<file path="config.mk">
export PLATFORM = sky130hd
export DESIGN_NAME = mem_arbiter_flat
export DESIGN_NICKNAME = d
export VERILOG_FILES = /design/src/rtl/mem_arbiter_if.sv /design/src/rtl/mem_arbiter.sv /design/src/flat_wrapper.sv
export SDC_FILE = /design/constraint.sdc
export NUM_CORES = 1
export LEC_CHECK = 0
export BUFFER_PORTS_ARGS = -buffer_cell sky130_fd_sc_hd__buf_2
export CAP_MARGIN = 20
export CORE_AREA = 3 3 283 285
export CTS_BUF_LIST = sky130_fd_sc_hd__clkbuf_16
export CTS_CLUSTER_DIAMETER = 40
export CTS_CLUSTER_SIZE = 25
export DETAILED_ROUTE_END_ITERATION = 10
export DIE_AREA = 0 0 286 288
export PLACE_DENSITY = 0.38
export SLEW_MARGIN = 15
export SYNTH_ARGS = -nofsm -noshare
export SYNTH_HDL_FRONTEND = slang
export SYNTH_SLANG_ARGS = --single-unit
export TNS_END_PERCENT = 50
</file>
<file path="constraint.sdc">
create_clock -name clk -period 2.2 [get_ports clk]
set_input_delay 0.33 -clock clk [delete_from_list [all_inputs] [get_ports clk]]
set_output_delay 0.33 -clock clk [all_outputs]
set_load 0.02 [all_outputs]
</file>
<file path="src/rtl/mem_arbiter_if.sv">
// Bundled cache-side and memory-side signals of the two-client memory arbiter.
// The slave modport is the arbiter's view; the master modport is the caches+memory environment.
interface mem_arbiter_if #(
  parameter int ADDR_W = 28,
  parameter int DATA_W = 128
);
  // I-cache client
  logic              i_read;
  logic [ADDR_W-1:0] i_addr;
  logic [DATA_W-1:0] i_rdata;
  logic              i_ready;
  // D-cache client
  logic              d_read;
  logic              d_write;
  logic [ADDR_W-1:0] d_addr;
  logic [DATA_W-1:0] d_wdata;
  logic [DATA_W-1:0] d_rdata;
  logic              d_ready;
  // main-memory port
  logic              mem_read;
  logic              mem_write;
  logic [ADDR_W-1:0] mem_addr;
  logic [DATA_W-1:0] mem_wdata;
  logic [DATA_W-1:0] mem_rdata;
  logic              mem_ready;

  modport slave (
    input  i_read, i_addr, d_read, d_write, d_addr, d_wdata, mem_rdata, mem_ready,
    output i_rdata, i_ready, d_rdata, d_ready, mem_read, mem_write, mem_addr, mem_wdata
  );

  modport master (
    output i_read, i_addr, d_read, d_write, d_addr, d_wdata, mem_rdata, mem_ready,
    input  i_rdata, i_ready, d_rdata, d_ready, mem_read, mem_write, mem_addr, mem_wdata
  );
endinterface

</file>
<file path="src/rtl/mem_arbiter.sv">
// Round-robin arbiter merging I-cache and D-cache line transactions onto one memory port.
// Every granted transaction is latched so the memory sees a stable command until mem_ready.
module mem_arbiter #(
  parameter int ADDR_W = 28,
  parameter int DATA_W = 128
) (
  input  logic        clk,
  input  logic        rst_n,
  mem_arbiter_if.slave bus,
  output logic [1:0]  dbg_state
);

  // Handshake: a client holds read/write (with addr/wdata) until its ready pulses for
  // one cycle; memory sees read/write held until a one-cycle mem_ready completes it.

  typedef enum logic [1:0] {
    IDLE    = 2'd0,
    SERVE_I = 2'd1,
    SERVE_D = 2'd2
  } state_e;

  state_e            state_q, state_d;
  logic              last_d_q, last_d_d;
  logic [ADDR_W-1:0] lat_addr_q, lat_addr_d;
  logic [DATA_W-1:0] lat_wdata_q, lat_wdata_d;
  logic              lat_write_q, lat_write_d;

  logic i_req;
  logic d_req;
  logic grant_i;
  logic grant_d;
  logic serving;

  always_comb begin
    i_req   = bus.i_read;
    d_req   = bus.d_read | bus.d_write;
    // on a tie the client that was not served last wins
    grant_i = i_req & (~d_req | last_d_q);
    grant_d = d_req & (~i_req | ~last_d_q);

    state_d     = state_q;
    last_d_d    = last_d_q;
    lat_addr_d  = lat_addr_q;
    lat_wdata_d = lat_wdata_q;
    lat_write_d = lat_write_q;

    case (state_q)
      IDLE: begin
        if (grant_i) begin
          state_d     = SERVE_I;
          last_d_d    = 1'b0;
          lat_addr_d  = bus.i_addr;
          lat_write_d = 1'b0;
        end else if (grant_d) begin
          state_d     = SERVE_D;
          last_d_d    = 1'b1;
          lat_addr_d  = bus.d_addr;
          lat_wdata_d = bus.d_wdata;
          // read+write together is resolved as a write-back
          lat_write_d = bus.d_write;
        end
      end
      SERVE_I, SERVE_D: begin
        if (bus.mem_ready) state_d = IDLE;
      end
      default: state_d = IDLE;
    endcase
  end

  always_ff @(posedge clk or negedge rst_n) begin
    if (!rst_n) begin
      state_q     <= IDLE;
      last_d_q    <= 1'b0;
      lat_addr_q  <= '0;
      lat_wdata_q <= '0;
      lat_write_q <= 1'b0;
    end else begin
      state_q     <= state_d;
      last_d_q    <= last_d_d;
      lat_addr_q  <= lat_addr_d;
      lat_wdata_q <= lat_wdata_d;
      lat_write_q <= lat_write_d;
    end
  end

  // memory side is decoded purely from registers; client inputs never reach it directly
  assign serving       = (state_q != IDLE);
  assign bus.mem_read  = serving & ~lat_write_q;
  assign bus.mem_write = serving &  lat_write_q;
  assign bus.mem_addr  = lat_addr_q;
  assign bus.mem_wdata = lat_wdata_q;

  assign bus.i_ready = (state_q == SERVE_I) & bus.mem_ready;
  assign bus.d_ready = (state_q == SERVE_D) & bus.mem_ready;
  assign bus.i_rdata = bus.i_ready ? bus.mem_rdata : '0;
  assign bus.d_rdata = bus.d_ready ? bus.mem_rdata : '0;

  assign dbg_state = state_q;

endmodule

</file>
<file path="src/flat_wrapper.sv">
// flat-port wrapper written by rule: the top's interface ports become plain ports
module mem_arbiter_flat 
#(
  parameter int ADDR_W = 28,
  parameter int DATA_W = 128
)
  (clk, rst_n, dbg_state, bus_i_read, bus_i_addr, bus_d_read, bus_d_write, bus_d_addr, bus_d_wdata, bus_mem_rdata, bus_mem_ready, bus_i_rdata, bus_i_ready, bus_d_rdata, bus_d_ready, bus_mem_read, bus_mem_write, bus_mem_addr, bus_mem_wdata);
  mem_arbiter_if #(.ADDR_W(ADDR_W), .DATA_W(DATA_W)) bus_i ();
  input  logic clk;
  input  logic rst_n;
  output logic [1:0] dbg_state;
  input wire logic [$bits(bus_i.i_read)-1:0] bus_i_read;
  input wire logic [$bits(bus_i.i_addr)-1:0] bus_i_addr;
  input wire logic [$bits(bus_i.d_read)-1:0] bus_d_read;
  input wire logic [$bits(bus_i.d_write)-1:0] bus_d_write;
  input wire logic [$bits(bus_i.d_addr)-1:0] bus_d_addr;
  input wire logic [$bits(bus_i.d_wdata)-1:0] bus_d_wdata;
  input wire logic [$bits(bus_i.mem_rdata)-1:0] bus_mem_rdata;
  input wire logic [$bits(bus_i.mem_ready)-1:0] bus_mem_ready;
  output wire logic [$bits(bus_i.i_rdata)-1:0] bus_i_rdata;
  output wire logic [$bits(bus_i.i_ready)-1:0] bus_i_ready;
  output wire logic [$bits(bus_i.d_rdata)-1:0] bus_d_rdata;
  output wire logic [$bits(bus_i.d_ready)-1:0] bus_d_ready;
  output wire logic [$bits(bus_i.mem_read)-1:0] bus_mem_read;
  output wire logic [$bits(bus_i.mem_write)-1:0] bus_mem_write;
  output wire logic [$bits(bus_i.mem_addr)-1:0] bus_mem_addr;
  output wire logic [$bits(bus_i.mem_wdata)-1:0] bus_mem_wdata;
  assign bus_i.i_read = bus_i_read;
  assign bus_i.i_addr = bus_i_addr;
  assign bus_i.d_read = bus_d_read;
  assign bus_i.d_write = bus_d_write;
  assign bus_i.d_addr = bus_d_addr;
  assign bus_i.d_wdata = bus_d_wdata;
  assign bus_i.mem_rdata = bus_mem_rdata;
  assign bus_i.mem_ready = bus_mem_ready;
  assign bus_i_rdata = bus_i.i_rdata;
  assign bus_i_ready = bus_i.i_ready;
  assign bus_d_rdata = bus_i.d_rdata;
  assign bus_d_ready = bus_i.d_ready;
  assign bus_mem_read = bus_i.mem_read;
  assign bus_mem_write = bus_i.mem_write;
  assign bus_mem_addr = bus_i.mem_addr;
  assign bus_mem_wdata = bus_i.mem_wdata;
  mem_arbiter #(.ADDR_W(ADDR_W), .DATA_W(DATA_W)) u_core (.clk(clk), .rst_n(rst_n), .bus(bus_i), .dbg_state(dbg_state));
endmodule
</file>
# Word level (Yosys, flattened, before mapping)
# Index checks and enable logic that the tools add are counted.
[totals]
output_inout_bits = 418
register_bits = 160
[classes]
eq_ne = 4
bitwise_logic = 14
reduce_logical = 7
n_mux = 12
[op_table]
columns = ["operator", "count"]
rows = [
  ["128-bit two-way mux", 2],
  ["28-bit two-way mux", 2],
  ["1-bit AND", 6],
  ["2-bit two-way mux", 3],
  ["1-bit inverter", 5],
  ["1-bit two-way mux", 4],
  ["2-bit case mux with 2 select lines", 1],
  ["2-bit AND reduction", 2],
  ["2-bit nonzero test", 2],
  ["3-bit by 1-bit inequality test with 1-bit output (second input constant)", 1],
  ["1-bit OR", 3],
  ["3-bit AND reduction", 1],
  ["2-bit by 1-bit == test with 1-bit output (second input constant)", 1],
  ["2-bit == test (second input constant)", 1],
  ["2-bit logical NOT", 1],
  ["2-bit inequality test (second input constant)", 1],
  ["2-bit OR reduction", 1],
]

# Depth between registers and ports, before layout
[logic_depth]
depth_word = 6
depth_mapped = 7
depth_no_buf = 5

# Worst setup path before layout
# No wires, ideal clock.
[synth_timing]
path_type = "register to register"
start = "register u_core.state_q[0] (netlist: u_core.dbg_state[0])"
end = "register u_core.lat_wdata_q[0] (netlist: u_core.bus.mem_wdata[0])"
arrival_time_ps = 1715
required_ps = 2075
setup_ps = 125
path_stages_with_launch = 8
setup_slack_ps = 360
synth_period_minus_slack_ps = 1840
cell_sequence = "dfrtp_1 > inv_1 > ha_1 > a21boi_2 > o21ai_2 > buf_12 > buf_12 > mux2_4"
[synth_via]
elab_chain_len = 2
[synth_lines]
columns = ["element", "line", "rtl"]
rows = [
  ["start: declaration", "mem_arbiter.sv:22", "state_e state_q, state_d;"],
  ["start signal: assignment", "mem_arbiter.sv:78", "state_q <= state_d;"],
  ["2-bit logical NOT", "mem_arbiter.sv:47", "case (state_q)"],
  ["3-bit AND reduction (no line)", "--", ""],
  ["end signal: assignment", "mem_arbiter.sv:81", "lat_wdata_q <= lat_wdata_d;"],
  ["end: declaration", "mem_arbiter.sv:25", "logic [DATA_W-1:0] lat_wdata_q, lat_wdata_d;"],
]
# Every way passes these cells.
# A chain may end at the register's enable or synchronous reset.

# Worst setup path after layout
[layout_timing]
start = "register u_core.state_q[0] (netlist: u_core.dbg_state[0])"
end = "output bus_d_rdata[118]"
[layout_via]
elab_chain_len = 3
[layout_lines]
columns = ["element", "line", "rtl"]
rows = [
  ["2-bit == test", "mem_arbiter.sv:94", "assign bus.d_ready = (state_q == SERVE_D) & bus.mem_ready;"],
  ["1-bit AND", "mem_arbiter.sv:94", ""],
  ["128-bit two-way mux", "mem_arbiter.sv:96", "assign bus.d_rdata = bus.d_ready ? bus.mem_rdata : '0;"],
  ["end: declaration", "flat_wrapper.sv:22", "output wire logic [$bits(bus_i.d_rdata)-1:0] bus_d_rdata;"],
]
# Every way passes these cells.

==> flow_metrics.tcl <==
set metrics [dict create \
    outcome "complete, but fails checks" \
    violations "negative setup slack" \
    die_area_um2 82400 \
    rows 102 \
    fin_nets 1809 \
    dp_slack_ps 99.7 \
    first_iter_violations 475 \
    ys_ff_latch 160 \
    drive_above_1_share_pct 64.4 \
    critPathMaxStageDelay_ps 460 \
    timing_worst_setup_path_type "reg -> out" \
    crit_slowest_cell "dfrtp_2" \
    grt_pass1_vias 9679 \
    dp.cells 2492 \
    overflow 0 \
    cts.sinks 160 \
    syn_inst 770 \
    async_flop_share_pct 100 \
    place_area_um2 13700 \
    endpoint_kind "output pin" \
    dp_hpwl_mm 45.2 \
    ant_nets 0 \
    synth_fp_nets 1091 \
    numPortBuffers 735 \
    hold_viol 0 \
    worstHoldPathType "in -> reg" \
    ys.flop_type "dfrtp_1" \
    crit_arrival_ps 1930 \
    fin_setup_tns_ps -2650 \
    instances_no_fill 2556 \
    power_density_nw_per_um2 1420 \
    ir_drop_v 0.000540 \
    vias 9591 \
    cts_inserted_buffers 17 \
    tightest_slew_ps 732 \
    area_growth_pct 71.8 \
    period_needed_ps 2260 \
    path_cells "inv_2 -> ha_4 -> buf_12 -> and3_1 -> buf_4" \
    cts_tree "done" \
    wl_per_cell_um 22.4 \
    io_pins 736 \
    slew-limit-headroom_pct 51.2 \
    critical_path.top_delay_family "buffers and inverters" \
    start_util_pct 11.3 \
    worstSkewPairLatency_ps 480 \
    syn-cell-area_um2 8740 \
    finalClockSkew_ps 25.5 \
    die_x_um 286 \
    finalSetupViolCount 122 \
    cap_violations 0 \
    crit_buf_inv 3 \
    root_buffer "clkbuf_16" \
    leakage_uw 0.00859 \
    max_freq_ghz 0.442 \
    grt_pass1_wl_mm 74.8 \
    yosysWarnings 0 \
    grt_max_degree 71 \
    design_area_um2 15000 \
    drc_errors 0 \
    fp.dieH_um 288 \
    wl_mm 57.3 \
    period_share_pct 103 \
    cp_max_fo 57 \
    synth_edf_count 0 \
    h-tree-depth 4 \
    cp.required_ps 1870 \
    clkTransAtPathRegs_ps 90 \
    viasPerCell 3.75 \
    slew_violations 0 \
    rsz0062_at_grt "true" \
    avgSynthCellArea_um2 11.4 \
    place_congestion 0.893 \
    design.core.area_um2 77600 \
    drt_first_pass_iters 5 \
    startpoint_type "register" \
    setup_slack_ps -63.0 \
    antenna_found_initial 47 \
    post_synth_num_cell_types 30 \
    grt_usage_pct 12.9 \
    ctsLongestPathBuffers 2 \
    power.total_uw 21300 \
    synth-seq-area-share_pct 45.8 \
]
==> area by class of cell <==
cell class                      instances  area (um2)
Clock buffer                           17         425
Inverter                                5        18.8
Multi-Input combinational cell        517        4300
Fill cell                            8781       62600
Tap cell                             1040        1300
Antenna cell                           15        37.5
Timing Repair Buffer                  787        4760
Sequential cell                       160        4010
Clock inverter                         15         166
==> final timing paths <==
kind	slack, ps	cells past startpoint	end	from
setup reg to reg	130	7	u_core.bus.mem_wdata[1]$_DFFE_PN0P_	u_core.dbg_state[0]$_DFFE_PN0P_
max in group asynchronous	1120	3	u_core.bus.mem_wdata[1]$_DFFE_PN0P_	rst_n
hold / removal	70	2	u_core.bus.mem_wdata[83]$_DFFE_PN0P_	bus_d_wdata[83]
setup / recovery	-60	5	bus_d_rdata[118]	u_core.dbg_state[0]$_DFFE_PN0P_
min in group asynchronous	370	2	u_core.bus.mem_wdata[45]$_DFFE_PN0P_	rst_n
hold reg to reg	500	1	u_core.bus.mem_wdata[101]$_DFFE_PN0P_	u_core.bus.mem_wdata[101]$_DFFE_PN0P_
==> metal layers <==
layer	share of wire [%]	GRT usage, %
met5	0.29	0
met4	2.8	5.10
met3	9.9	5.03
met2	49	22.1
met1	38	14.2
==> logic make-up (layout without fill, tap and decap cells) <==
| group | Yosys count | in the layout | synth area share (%) |
|---|---|---|---|
| flip-flops | 160 | 160 | 45.8 |
| other | 0 | 15 | 0 |
| AND/OR/NAND/NOR | 319 | 319 | 21.6 |
| multiplexers | 128 | 128 | 21.2 |
| adder cells (fa/ha/maj) | 3 | 3 | 0.429 |
| AO/OA/AOI/OAI | 67 | 67 | 4.71 |
| buffers and inverters | 93 | 824 | 6.33 |
==> power by group <==
part | leakage [uW] | switching, uW | internal [uW]
clock | 0.000287 | 1550 | 1520
combinational | 0.00644 | 7270 | 5630
sequential | 0.00186 | 834 | 4490
==> Yosys cell counts (2+ instances only) <==
library cell  count  share of area (%)
a31oi_1          28                2.0
and2_1            2               0.14
and3_1          256                 18
buf_1             2              0.086
buf_12           11                2.5
buf_2             8               0.46
buf_6             2               0.26
clkbuf_1         65                2.8
dfrtp_1         160                 46
ha_1              3               0.43
inv_1             4               0.17
mux2_2           19                2.4
mux2_4          109                 19
nand3_1          28                1.6
nor2_1           30                1.3
o21ai_0          27                1.5
o21ai_1           3               0.17
==> registers in the layout, summed over array words and instances (netlist names) <==
register and flops:
u_core.lat_write_q 1, u_core.last_d_q 1, u_core.bus.mem_wdata 128, u_core.bus.mem_addr 28
u_core.dbg_state 2
==> placed cells by master, fill, tap and decap left out, types with 3 or more instances in the layout <==
cell type / netlist / layout
buf_2: 8 / 640
and3_1: 256 / 242
dfrtp_1: 160 / 159
mux2_4: 109 / 109
buf_4: 0 / 93
nor2_1: 30 / 30
nand3_1: 28 / 28
a31oi_1: 28 / 28
o21ai_0: 27 / 27
buf_6: 2 / 25
clkbuf_16: 0 / 22
mux2_2: 19 / 19
diode_2: 0 / 15
and3_4: 0 / 14
buf_12: 11 / 14
clkinv_8: 0 / 4
inv_8: 0 / 4
buf_16: 0 / 4
inv_1: 4 / 3
o21ai_1: 3 / 3
inv_6: 0 / 3
dlygate4sd3_1: 0 / 3
==> repair_timing <==
action	CTS	global route
endpoints found under the setup margin	257	257
hold endpoints to repair	48	0
pin swaps	3	2
resized for setup	72	68
hold buffers	3	0
setup buffers	4	2
cloned	2	6
==> per-stage QoR <==
stage          hold slack (ps)  util, %
3_3_place_gp               333     17.6
5_1_grt                   27.4     19.3
3_5_place_dp               335     17.6
4_1_cts                  0.910     18.8
2_1_floorplan             34.4        -
6_report                  71.5     19.3
(Power assumes the default switching activity.)
